**config.mk**
```make
export PLATFORM = sky130hd
export DESIGN_NAME = ca_rollback
export DESIGN_NICKNAME = d
export VERILOG_FILES = /design/src/rtl/ca_rollback.sv
export SDC_FILE = /design/constraint.sdc
export NUM_CORES = 1
export LEC_CHECK = 0
export BUFFER_PORTS_ARGS = -buffer_cell sky130_fd_sc_hd__buf_2
export CAP_MARGIN = 20
export CORE_AREA = 2 2 82 84
export DETAILED_ROUTE_END_ITERATION = 10
export DIE_AREA = 0 0 84 86
export PLACE_DENSITY = 0.72
export SETUP_SLACK_MARGIN = 0.15
export SYNTH_ARGS = -nofsm -noshare
export SYNTH_HDL_FRONTEND = slang
export SYNTH_SLANG_ARGS = --single-unit
```
**constraint.sdc**
```tcl
create_clock -name clk -period 1.65 [get_ports clk]
set_input_delay 0.0825 -clock clk [delete_from_list [all_inputs] [get_ports clk]]
set_output_delay 0.0825 -clock clk [all_outputs]
set_load 0.05 [all_outputs]
```
**src/rtl/ca_rollback.sv**
```systemverilog
// Reversible cellular-automaton rollback engine.
// Undoes N forward shift-and-feedback steps, one backward step per clock.
module ca_rollback #(
  parameter int WIDTH = 32,
  parameter int TAP_B = 12,
  parameter int TAP_C = 20
) (
  input  logic             clk,
  input  logic             rst,
  input  logic             in_valid,
  output logic             in_ready,
  input  logic [WIDTH-1:0] in_state,
  input  logic [2:0]       in_rule,
  input  logic [15:0]      in_count,
  output logic             out_valid,
  input  logic             out_ready,
  output logic [WIDTH-1:0] out_state,
  output logic             busy
);

  typedef enum logic [1:0] {
    IDLE = 2'd0,
    RUN  = 2'd1,
    DONE = 2'd2
  } state_t;

  state_t           st_q;
  logic [WIDTH-1:0] s_q;
  logic [WIDTH-1:0] s_d;
  logic [2:0]       rule_q;
  logic [15:0]      cnt_q;
  logic             in_ready_q;
  logic             out_valid_q;
  logic             busy_q;

  function automatic logic h_fn(
    input logic [2:0] r,
    input logic       b,
    input logic       c
  );
    logic v;
    v = 1'b0;
    case (r)
      3'd1:    v = b | c;
      3'd2:    v = b;
      3'd3:    v = c;
      3'd4:    v = b & c;
      3'd5:    v = b ^ c;
      3'd6:    v = b & ~c;
      3'd7:    v = c & ~b;
      default: v = 1'b0;
    endcase
    return v;
  endfunction

  // Inverse of the forward step: the taps sit one bit higher
  // because the forward step shifted them left by one.
  always_comb begin
    s_d = '0;
    s_d[WIDTH-2:0] = s_q[WIDTH-1:1];
    s_d[WIDTH-1] = s_q[0] ^ h_fn(rule_q, s_q[TAP_B+1], s_q[TAP_C+1]);
  end

  always_ff @(posedge clk or posedge rst) begin
    if (rst) begin
      st_q        <= IDLE;
      s_q         <= '0;
      rule_q      <= '0;
      cnt_q       <= '0;
      in_ready_q  <= 1'b1;
      out_valid_q <= 1'b0;
      busy_q      <= 1'b0;
    end else begin
      case (st_q)
        IDLE: begin
          if (in_valid) begin
            s_q        <= in_state;
            rule_q     <= in_rule;
            cnt_q      <= in_count;
            in_ready_q <= 1'b0;
            if (in_count != 16'd0) begin
              st_q   <= RUN;
              busy_q <= 1'b1;
            end else begin
              st_q        <= DONE;
              out_valid_q <= 1'b1;
            end
          end
        end
        RUN: begin
          s_q   <= s_d;
          cnt_q <= cnt_q - 16'd1;
          if (cnt_q == 16'd1) begin
            st_q        <= DONE;
            busy_q      <= 1'b0;
            out_valid_q <= 1'b1;
          end
        end
        DONE: begin
          if (out_ready) begin
            st_q        <= IDLE;
            out_valid_q <= 1'b0;
            in_ready_q  <= 1'b1;
          end
        end
        default: begin
          st_q        <= IDLE;
          in_ready_q  <= 1'b1;
          out_valid_q <= 1'b0;
          busy_q      <= 1'b0;
        end
      endcase
    end
  end

  assign in_ready  = in_ready_q;
  assign out_valid = out_valid_q;
  assign out_state = s_q;
  assign busy      = busy_q;

endmodule

```
Word level (Yosys, flattened, before mapping)
Cells that the tools add are included.

Output and inout bits: 35. Bits in registers: 56. Logic and storage cells: 64.

Reduce and logical (&&, ||, !) cells: 9. $add $sub $neg: 1. Equality and inequality tests: 15. Bitwise gates (word level): 10. Multiplexer cells: 22.

Operators with widths (number): 32-bit case mux with 2 select lines (1); 32-bit two-way mux (1); 16-bit case mux with 2 select lines (1); 16-bit by 1-bit equality test with 1-bit output, second input constant (1); 16-bit two-way mux (1); 16-bit nonzero test (1); 16-bit by 1-bit subtractor with 16-bit output, second input constant (1); 3-bit equality test, second input constant (4); 2-bit != test, second input constant (5); 1-bit two-way mux (9); 1-bit case mux with 3 select lines (3); 2-bit two-way mux (4); 4-bit AND reduction (2); 1-bit case mux with 7 select lines (1); 3-bit by 2-bit equality test with 1-bit output, second input constant (2); 2-bit case mux with 3 select lines (1); 3-bit AND reduction (2); 1-bit inverter (4); 2-bit AND reduction (2); 1-bit AND (3); 3-bit by 1-bit equality test with 1-bit output, second input constant (1); 2-bit by 1-bit equality test with 1-bit output, second input constant (1); 2-bit equality test, second input constant (1); 2-bit zero test (1); 3 further kinds (4).

Depth between registers and ports, before layout
Gate-level depths: netlist of run 1.

Depth in word-level cells: 5. Mapped depth: 7. Mapped depth without buffers: 6.

Worst setup path after synthesis of run 1
No wires, ideal clock.

Path type: reg-to-reg. Start point: register s_q[21] (netlist: out_state[21]). End point: register s_q[31] (netlist: out_state[31]). Cell stages (with the launch flop): 7. Slack: -172 ps. Buffers on the path: 0. Arrival: 1728 ps. Setup time: 94 ps. Cell sequence: dfrtp_1 inv_1 ha_1 inv_1 a211o_1 a21o_1 a211oi_1.

Word-level cells in the longest chain between the ends: 5.

Ends and longest elaborated chain: start, declared (RTL line 28) `logic [WIDTH-1:0] s_q;`; start signal, assigned (RTL line 77) `s_q <= in_state;`; 1-bit inverter (RTL line 49) `3'd6: v = b & ~c;`; 1-bit AND (RTL line 49); 1-bit case mux with 7 select lines * (RTL line 43) `case (r)`; 1-bit XOR * (RTL line 61) `s_d[WIDTH-1] = s_q[0] ^ h_fn(rule_q, s_q[TAP_B+1], s_q[TAP_C+1]);`; 32-bit case mux with 2 select lines * (RTL line 74) `case (st_q)`.

Mark *: on every way between the ends. The rest lies on a longest branch, timed or not. A chain may end at the register's enable or synchronous reset.

Final worst setup path of run 1
Start point: register st_q[1]. End point: register cnt_q[6].

Word-level cells in the longest chain between the ends: 3.

Ends and longest elaborated chain: start, declared (RTL line 27) `state_t st_q;`; start signal, assigned (RTL line 66) `st_q <= IDLE;`; start signal, assigned (RTL line 82) `st_q <= RUN;`; start signal, assigned (RTL line 85) `st_q <= DONE;`; 2-bit by 1-bit equality test with 1-bit output or 2-bit zero test (tied branches) (RTL line 74); 2-bit nonzero test (no line) or 2-bit != test (tied branches); 2-bit AND reduction (no line); end signal, assigned (RTL line 79) `cnt_q <= in_count;`; end signal, assigned (RTL line 92) `cnt_q <= cnt_q - 16'd1;`; end, declared (RTL line 31) `logic [15:0] cnt_q;`.

Several ways; a longest one is shown, not always the timed one.

==> reports/results.txt, run 1 <==
status: finished clean
Setup TNS Final: 0 ns
CP Class: flop to flop
Post-DP HPWL: 6.100 mm
sw power: 4.212 mW
worst r2r src: st_q[1]
Clock power frac: 9.3%
Worst Setup Start Kind: flop
area leader, netlist: dfrtp_1
final worst slack: 0.09843 ns
IO Port Bufs: 89
CTS tree: yes
warnings from Yosys: 0
Boundary Pins: 90
initial antenna violation count: 0
antenna fix cells: 0
Slew HR: 76.36%
# rows: 29
period utilisation layout: 94.03%
Crit. End Element: flop
Leakage Power: 1.757 nW
routability cong.: 0.8697
drt first-iter violations: 236
Die Footprint: 7224 sq um
Final Skew: 0.006481 ns
CP Max Fanout: 4
post-synth cell types: 59
Final Hold Viols: 0
final non-filler cell total: 523
dpl ws: 0.07847 ns
Core ar.: 6277 sq um
drt wl/cell: 16.91 um
DP Cell Count: 497
die height: 86 um
Pwr per Cell Area: 2031 nW/um^2
Register Area: 1409 sq um
total number of vias: 3159
pin count of the biggest net entering global routing: 57
Worst Path Arrival: 1.72 ns
fill count: 543
Top FF cell, synth: dfrtp_1
Async S/R FF share, synth: 100.0%
Worst-Skew Late Latency: 0.31 ns
Comb power frac: 58.4%
EDFF count, synth: 0
top cells by count, synth: dfrtp_1 (55), o22ai_1 (54), nand2_1 (36)
Hold WS: 0.01145 ns
vias in the first global route: 3038
design internal power: 3.992 mW
RSZ-0062 raised after global routing: yes
Fmax: 644.5 MHz
final antenna-violating net count: 0
Post-Synthesis Cells: 334
WHS Endpoint: out_state[30]
H-Tree Depth: 2
Max Cap Viol: 0
Avg Cell Area, Syn: 9.114 sq um
CP required: 1.82 ns
reg2reg end: cnt_q[6]
Max Slew Vio Count: 0
cells taking the most area after synthesis: dfrtp_1 (45%), o22ai_1 (11%), a21oi_1 (5.1%), nand2_1 (4.4%), nor2_1 (2.1%)
first-pass GRT wire length: 14.63 mm
Sw Ratio: 51.34%
most common cell in the synthesized netlist: dfrtp_1
Synth top area share: 45.21%
Root Buffer: clkbuf_8
Clk pin slew, worst setup/hold paths: 0.10 ns
multi-input logic area: 1582 sq um
vias per cell: 6.040
Syn Nets: 393
fin crit period: 1.552 ns
gr usage total: 25.02%
Starting Density: 48.50%
GRT overflow: 0
clock buffer count from CTS: 5
area delta synth->final: 32.72%
flop2flop setup slack: 0.1 ns
CTS Buffer Depth: 2
Residual DRC: 0
worst vdd ir: 0.001318 V
final wirelength: 8.845 mm
Final setup viols: 0
overall power: 8.204 mW
Nets: 504
sequential share of the synthesized area: 46.07%
clk sinks: 56
hold path start: in_state[30]
Flop pwr share: 32.3%
#FFs+latches synth: 56
width of the die: 84 um
Syn Std Cell Area: 3044 sq um
worst slew pin tran: 0.3513 ns
Hold Crit Class: primary input to flop
drt pass-1 iters: 4
R2R cell count: 6
share of cells above drive strength 1: 38.12%
hold path depth: 3
==> how the worst max path moves through the flow <==
stage,from,to,slack [ns],cells past startpoint
6_report,st_q[1],cnt_q[6],0.1,6
5_1_grt,st_q[1],cnt_q[6],-0.008,6
4_1_cts,cnt_q[13],busy,0.11,4
3_5_place_dp,cnt_q[13],busy,0.08,4
3_3_place_gp,cnt_q[11],busy,0.1,4
2_1_floorplan,out_state[13],out_state[31],0.04,6
==> timing repair <==
item                                   4_1_cts  5_1_grt
buffers inserted                             8        4
pin swaps                                    5       13
endpoints found under the hold margin       60        0
gates resized for setup                      7       33
hold buffers                                 6        0
setup endpoints to repair                   14       19
==> cell usage in the layout (no fill, tap or decap), types with 6 or more instances in the layout <==
cell,n
buf_2,89
o22ai_1,54
dfrtp_1,50
nand2_1,36
a21oi_1,31
buf_4,27
nor2_1,15
a31oi_1,9
inv_1,8
nand3_1,6
dlygate4sd3_1,6
buf_6,6
==> per-stage QoR <==
step | instance area (sq um) | util [%]
floorplan | 3060 | -
global placement | 3665 | 58.38
detailed placement | 3665 | 58.38
CTS | 3901 | 62.15
global route | 4040 | 64.36
finish | 4040 | 64.36
==> area by class of cell <==
class	count	area share [%]
tap	77	2.385
timing repair buffer	130	20.19
clock inverter	2	0.4026
inverter	13	1.208
clock buffer	6	1.796
multi-input combinational	239	39.15
sequential	56	34.87
==> cells by family after synthesis <==
logic type,after synthesis,share of synthesized area [%]
buf+inv,39,5.631
flops,56,46.07
simple gates,102,17.92
xor+xnor,2,0.5755
compound gates,129,27.50
mux,2,0.6577
fa+ha+maj,4,1.644
==> registers in the layout (all words and copies together) (netlist names) <==
register	cells
out_state	32
cnt_q	16
rule_q	3
st_q	2
busy	1
in_ready	1
out_valid	1
==> power by group through the flow <==
stage	combinational, mW	clock, mW	sequential (mW)
after detailed placement	4.35	0	2.66
after CTS	4.56	0.783	2.61
after global placement	4.25	0	2.63
after floorplan	1.97	0	3.83
after global routing	5.21	0.853	2.75
final	4.79	0.766	2.65
==> critical path, cell delays in order (launching register included) <==
cell and delay, ns:
dfrtp_1 0.43, buf_6 0.14, nor3b_4 0.24, buf_6 0.16, nand2_1 0.09, o211ai_1 0.19, o311ai_0 0.16
==> per-layer routing <==
metal	track usage, %	share of wire (%)	vias to the layer above
li1	-	-	1503
met5	0	0	-
met3	4.812	6.0	13
met2	38.84	49	103
met1	35.24	44	1540
met4	9.091	1.7	0
(Power assumes the default switching activity.)
==> run 2: changes to the inputs <==
- CORE_AREA: 2 2 82 84 -> 2 2 80 82
- DIE_AREA: 0 0 84 86 -> 0 0 82 84
- PLACE_DENSITY: 0.72 -> 0.76
- clock period: 1.65 -> 1.7 ns (I/O delays scaled with it)
==> run 2 against run 1 <==
Compared with the run above: the flow now finishes with violations (hold timing); first-iteration DRC count decreased by 6.4%; clock power grew 0.8%; core utilization fell by 0.14 points; via count down 1.9%; clock skew rose by 0.0064 ns; cell area down 3.1%; critical path depth is 2 lower; combinational power decreased by 7.9%; worst hold slack lost 0.012 ns; critical path type unchanged; critical endpoint is now cnt_q[13].
==> reports/results.txt, run 2 (synthesized netlist as in run 1, its figures left out) <==
vias in the first global route: 3013
drt wl/cell: 16.45 um
Hold WS: -0.0004615 ns
Leakage Power: 1.718 nW
die height: 84 um
Nets: 497
CP Max Fanout: 5
Residual DRC: 0
worst slew pin tran: 0.3926 ns
most frequent cells in the layout: buf_2 (89), o22ai_1 (54), dfrtp_1 (49)
final core occ: 64.22%
violated checks: hold timing
final wirelength: 8.487 mm
CTS tree: yes
final antenna-violating net count: 0
Max Slew Vio Count: 0
drt pass-1 iters: 4
first-pass GRT wire length: 13.97 mm
Hold Crit Class: primary input to flop
Final Hold Viols: 1
Post-DP HPWL: 6.033 mm
clock buffer count from CTS: 5
width of the die: 82 um
share of cells above drive strength 1: 34.85%
fill count: 550
routability cong.: 0.8586
Final setup viols: 0
H-Tree Depth: 2
most common cell after layout, fill and taps aside: buf_2
worst vdd ir: 0.001251 V
GRT overflow: 0
CP Class: flop to flop
Pwr per Cell Area: 1981 nW/um^2
CP required: 1.95 ns
initial antenna violation count: 0
Area after DPL: 3649 sq um
IO Port Bufs: 89
Worst Setup Start Kind: flop
Core ar.: 6096 sq um
total number of vias: 3098
Setup TNS Final: 0 ns
CTS Buffer Depth: 2
Crit. End Element: flop
Fmax: 632.4 MHz
max reg flops: 32
Starting Density: 49.94%
fin crit period: 1.581 ns
# rows: 29
area delta synth->final: 28.61%
Die Footprint: 6888 sq um
Slew HR: 73.59%
Boundary Pins: 90
Final Cell Area: 3915 sq um
RSZ-0062 raised after global routing: yes
vias per cell: 6.004
antenna fix cells: 0
drt first-iter violations: 221
pin count of the biggest net entering global routing: 37
Worst Path Arrival: 1.84 ns
clk sinks: 56
Final Skew: 0.01291 ns
Clk pin slew, worst setup/hold paths: 0.11 ns
status: finished, violations left
Root Buffer: clkbuf_8
Worst-Skew Late Latency: 0.32 ns
gr usage total: 25.78%
Max Cap Viol: 0
period utilisation layout: 93.01%
-- run 2: worst max-delay path, stage by stage (launching register included) --
cell and delay [ns]:
dfrtp_2 0.44, nor3_4 0.29, nand3_2 0.16, or4_1 0.53
nand3_1 0.09
-- run 2: power breakdown --
group | switching (mW) | leakage, nW | internal, mW
registers | 0.645 | 0.620 | 1.92
clock network | 0.475 | 0.0485 | 0.297
logic | 2.89 | 1.05 | 1.53
-- run 2: path summary, 6_finish.rpt --
check	start	end	slack (ns)	cells after the start
setup / recovery	cnt_q[7]	cnt_q[13]	0.12	4
setup reg to reg	cnt_q[7]	cnt_q[13]	0.12	4
max in group asynchronous	rst	in_ready	0.91	4
hold / removal	in_count[6]	cnt_q[6]	-0.0005	3
hold reg to reg	in_ready	in_ready	0.52	2
min in group asynchronous	rst	cnt_q[8]	0.23	3
-- run 2: stage by stage --
step | hold WS, ns | instances | power (mW) | setup slack, ns
6_report | -0.0004615 | 516 | 7.755 | 0.1188
3_3_place_gp | 0.04253 | 495 | 6.617 | 0.1376
2_1_floorplan | 0.1904 | 334 | 5.605 | 0.09233
5_1_grt | 0.004205 | 516 | 8.301 | 0.08283
3_5_place_dp | 0.03994 | 495 | 6.745 | 0.08663
4_1_cts | 0.002099 | 514 | 7.620 | 0.1430
-- run 2: metal layers --
metal,vias up,routed length (um),track usage (%)
met1,1498,3571,34.90
met2,108,4313,41.39
met4,0,128,9.545
li1,1481,-,-
met3,11,474,3.788
met5,-,0,0
-- run 2: final cells by class --
| type | count | area [sq um] | share of cell area [%] |
|---|---|---|---|
| clock buffer | 5 | 68.82 | 1.758 |
| clock inverter | 3 | 22.52 | 0.5753 |
| inverter | 13 | 48.80 | 1.246 |
| multi-input combinational | 239 | 1516 | 38.73 |
| sequential | 56 | 1410 | 36.02 |
| tap | 77 | 96.34 | 2.461 |
| timing repair buffer | 123 | 752.0 | 19.21 |
-- run 2: what timing repair did --
action	4_1_cts	5_1_grt
hold buffers	6	0
setup endpoints to repair	6	15
endpoints found under the hold margin	36	0
setup buffers	5	2
pin swaps	5	5
resized for setup	5	16
==> run 3: changes to the inputs <==
- RECOVER_POWER: not set -> 50
==> run 3 against run 2 <==
Compared with the run above: the flow now finishes without violations; core utilization decreased by 0.72 points; clock skew decreased by 0.0016 ns; register-to-register slack improved by 0.02 ns; critical path type unchanged; largest cell class unchanged; highest routed layer unchanged.
==> reports/results.txt, run 3 (synthesized netlist as in run 1, its figures left out) <==
antenna fix cells: 0
Max Slew Vio Count: 0
Crit. End Element: flop
Final Hold Viols: 0
clock buffer count from CTS: 5
fin crit period: 1.566 ns
GRT overflow: 0
vias per cell: 6.050
first-pass GRT wire length: 13.97 mm
Setup TNS Final: 0 ns
RSZ-0062 raised after global routing: yes
Core ar.: 6096 sq um
H-Tree Depth: 2
Pwr per Cell Area: 1991 nW/um^2
clk sinks: 56
Post-DP HPWL: 6.033 mm
final wirelength: 8.550 mm
Leakage Power: 1.672 nW
total number of vias: 3122
worst vdd ir: 0.001227 V
initial antenna violation count: 0
Boundary Pins: 90
IO Port Bufs: 89
CTS Buffer Depth: 2
drt pass-1 iters: 7
routability cong.: 0.8586
area delta synth->final: 27.17%
final worst slack: 0.1339 ns
Clk pin slew, worst setup/hold paths: 0.11 ns
# rows: 29
Final Skew: 0.01134 ns
Slew HR: 50.65%
CP Max Fanout: 5
worst path cell trace: nor3_4, nand3_2, or4_1, nand3_1
slowest stage delay, CP: 0.53 ns
die height: 84 um
period utilisation layout: 92.12%
Residual DRC: 0
drt wl/cell: 16.57 um
Hold WS: 0.0002552 ns
Worst-Skew Late Latency: 0.32 ns
final antenna-violating net count: 0
width of the die: 82 um
max reg flops: 32
slowest CP cell: or4_1
vias in the first global route: 3013
status: finished clean
share of cells above drive strength 1: 30.30%
Die Footprint: 6888 sq um
Fmax: 638.5 MHz
CP Class: flop to flop
gr usage total: 25.78%
worst r2r src: cnt_q[7]
worst slew pin tran: 0.7403 ns
dpl ws: 0.08663 ns
Max Cap Viol: 0
most common cell after layout, fill and taps aside: buf_2
pin count of the biggest net entering global routing: 37
Final setup viols: 0
Root Buffer: clkbuf_8
hold path start: in_count[6]
Starting Density: 49.94%
drt first-iter violations: 182
CP Launch Point: cnt_q[7]
Hold Crit Class: primary input to flop
Worst Path Arrival: 1.82 ns
Worst Setup Start Kind: flop
CP required: 1.96 ns
Nets: 497
overall power: 7.708 mW
most frequent cells in the layout: buf_2 (72), o22ai_1 (54), dfrtp_1 (49)
CTS tree: yes
run 3: per-stage QoR:
stage / instance area, sq um / instances / utilization (%)
after floorplan: 3047 / 334 / -
after global placement: 3649 / 495 / 59.85
after CTS: 3855 / 514 / 63.24
after detailed placement: 3649 / 495 / 59.85
final: 3871 / 516 / 63.51
after global routing: 3871 / 516 / 63.51
run 3: timing repair:
item	in CTS	in global routing
endpoints found under the hold margin	36	0
resized for setup	5	16
hold buffers	6	0
pin swaps	5	5
buffers inserted	5	2
endpoints found under the setup margin	6	15
gates cloned	0	0
run 3: worst max-delay path: cells and delay by family (launching register included):
| kind | cells | cell delay [ns] |
|---|---|---|
| AND/OR/NAND/NOR | 4 | 1.05 |
| flip-flops | 1 | 0.44 |
run 3: layout make-up:
type	instances	area, sq um
well taps	77	96.34
inverters	13	48.80
clock buffers	5	68.82
clock inverters	3	22.52
flip-flops and latches	56	1410
repair buffers	123	708.2
fillers	560	2225
multi-input cells	239	1516
run 3: worst paths after layout:
path / slack, ns / depth (start not counted) / to
hold reg to reg: 0.52 / 2 / in_ready
min in group asynchronous: 0.30 / 3 / cnt_q[8]
max in group asynchronous: 0.35 / 4 / cnt_q[2]
setup / recovery: 0.13 / 4 / cnt_q[13]
setup reg to reg: 0.13 / 4 / cnt_q[13]
hold / removal: 0.0003 / 3 / cnt_q[6]
run 3: where the power goes:
group / total, mW / switching (mW) / leakage, nW / internal [mW]
logic: 4.36 / 2.88 / 1.00 / 1.47
clock network: 0.771 / 0.474 / 0.0485 / 0.297
registers: 2.58 / 0.658 / 0.620 / 1.92
total: 7.71 / 4.02 / 1.67 / 3.69
run 3: layer usage:
metal | routed length [um] | vias to the layer above | global-route usage (%)
met5 | 0 | - | 0
met4 | 159 | 0 | 9.545
met3 | 464 | 13 | 3.788
met2 | 4255 | 108 | 41.39
met1 | 3671 | 1515 | 34.90
li1 | - | 1486 | -
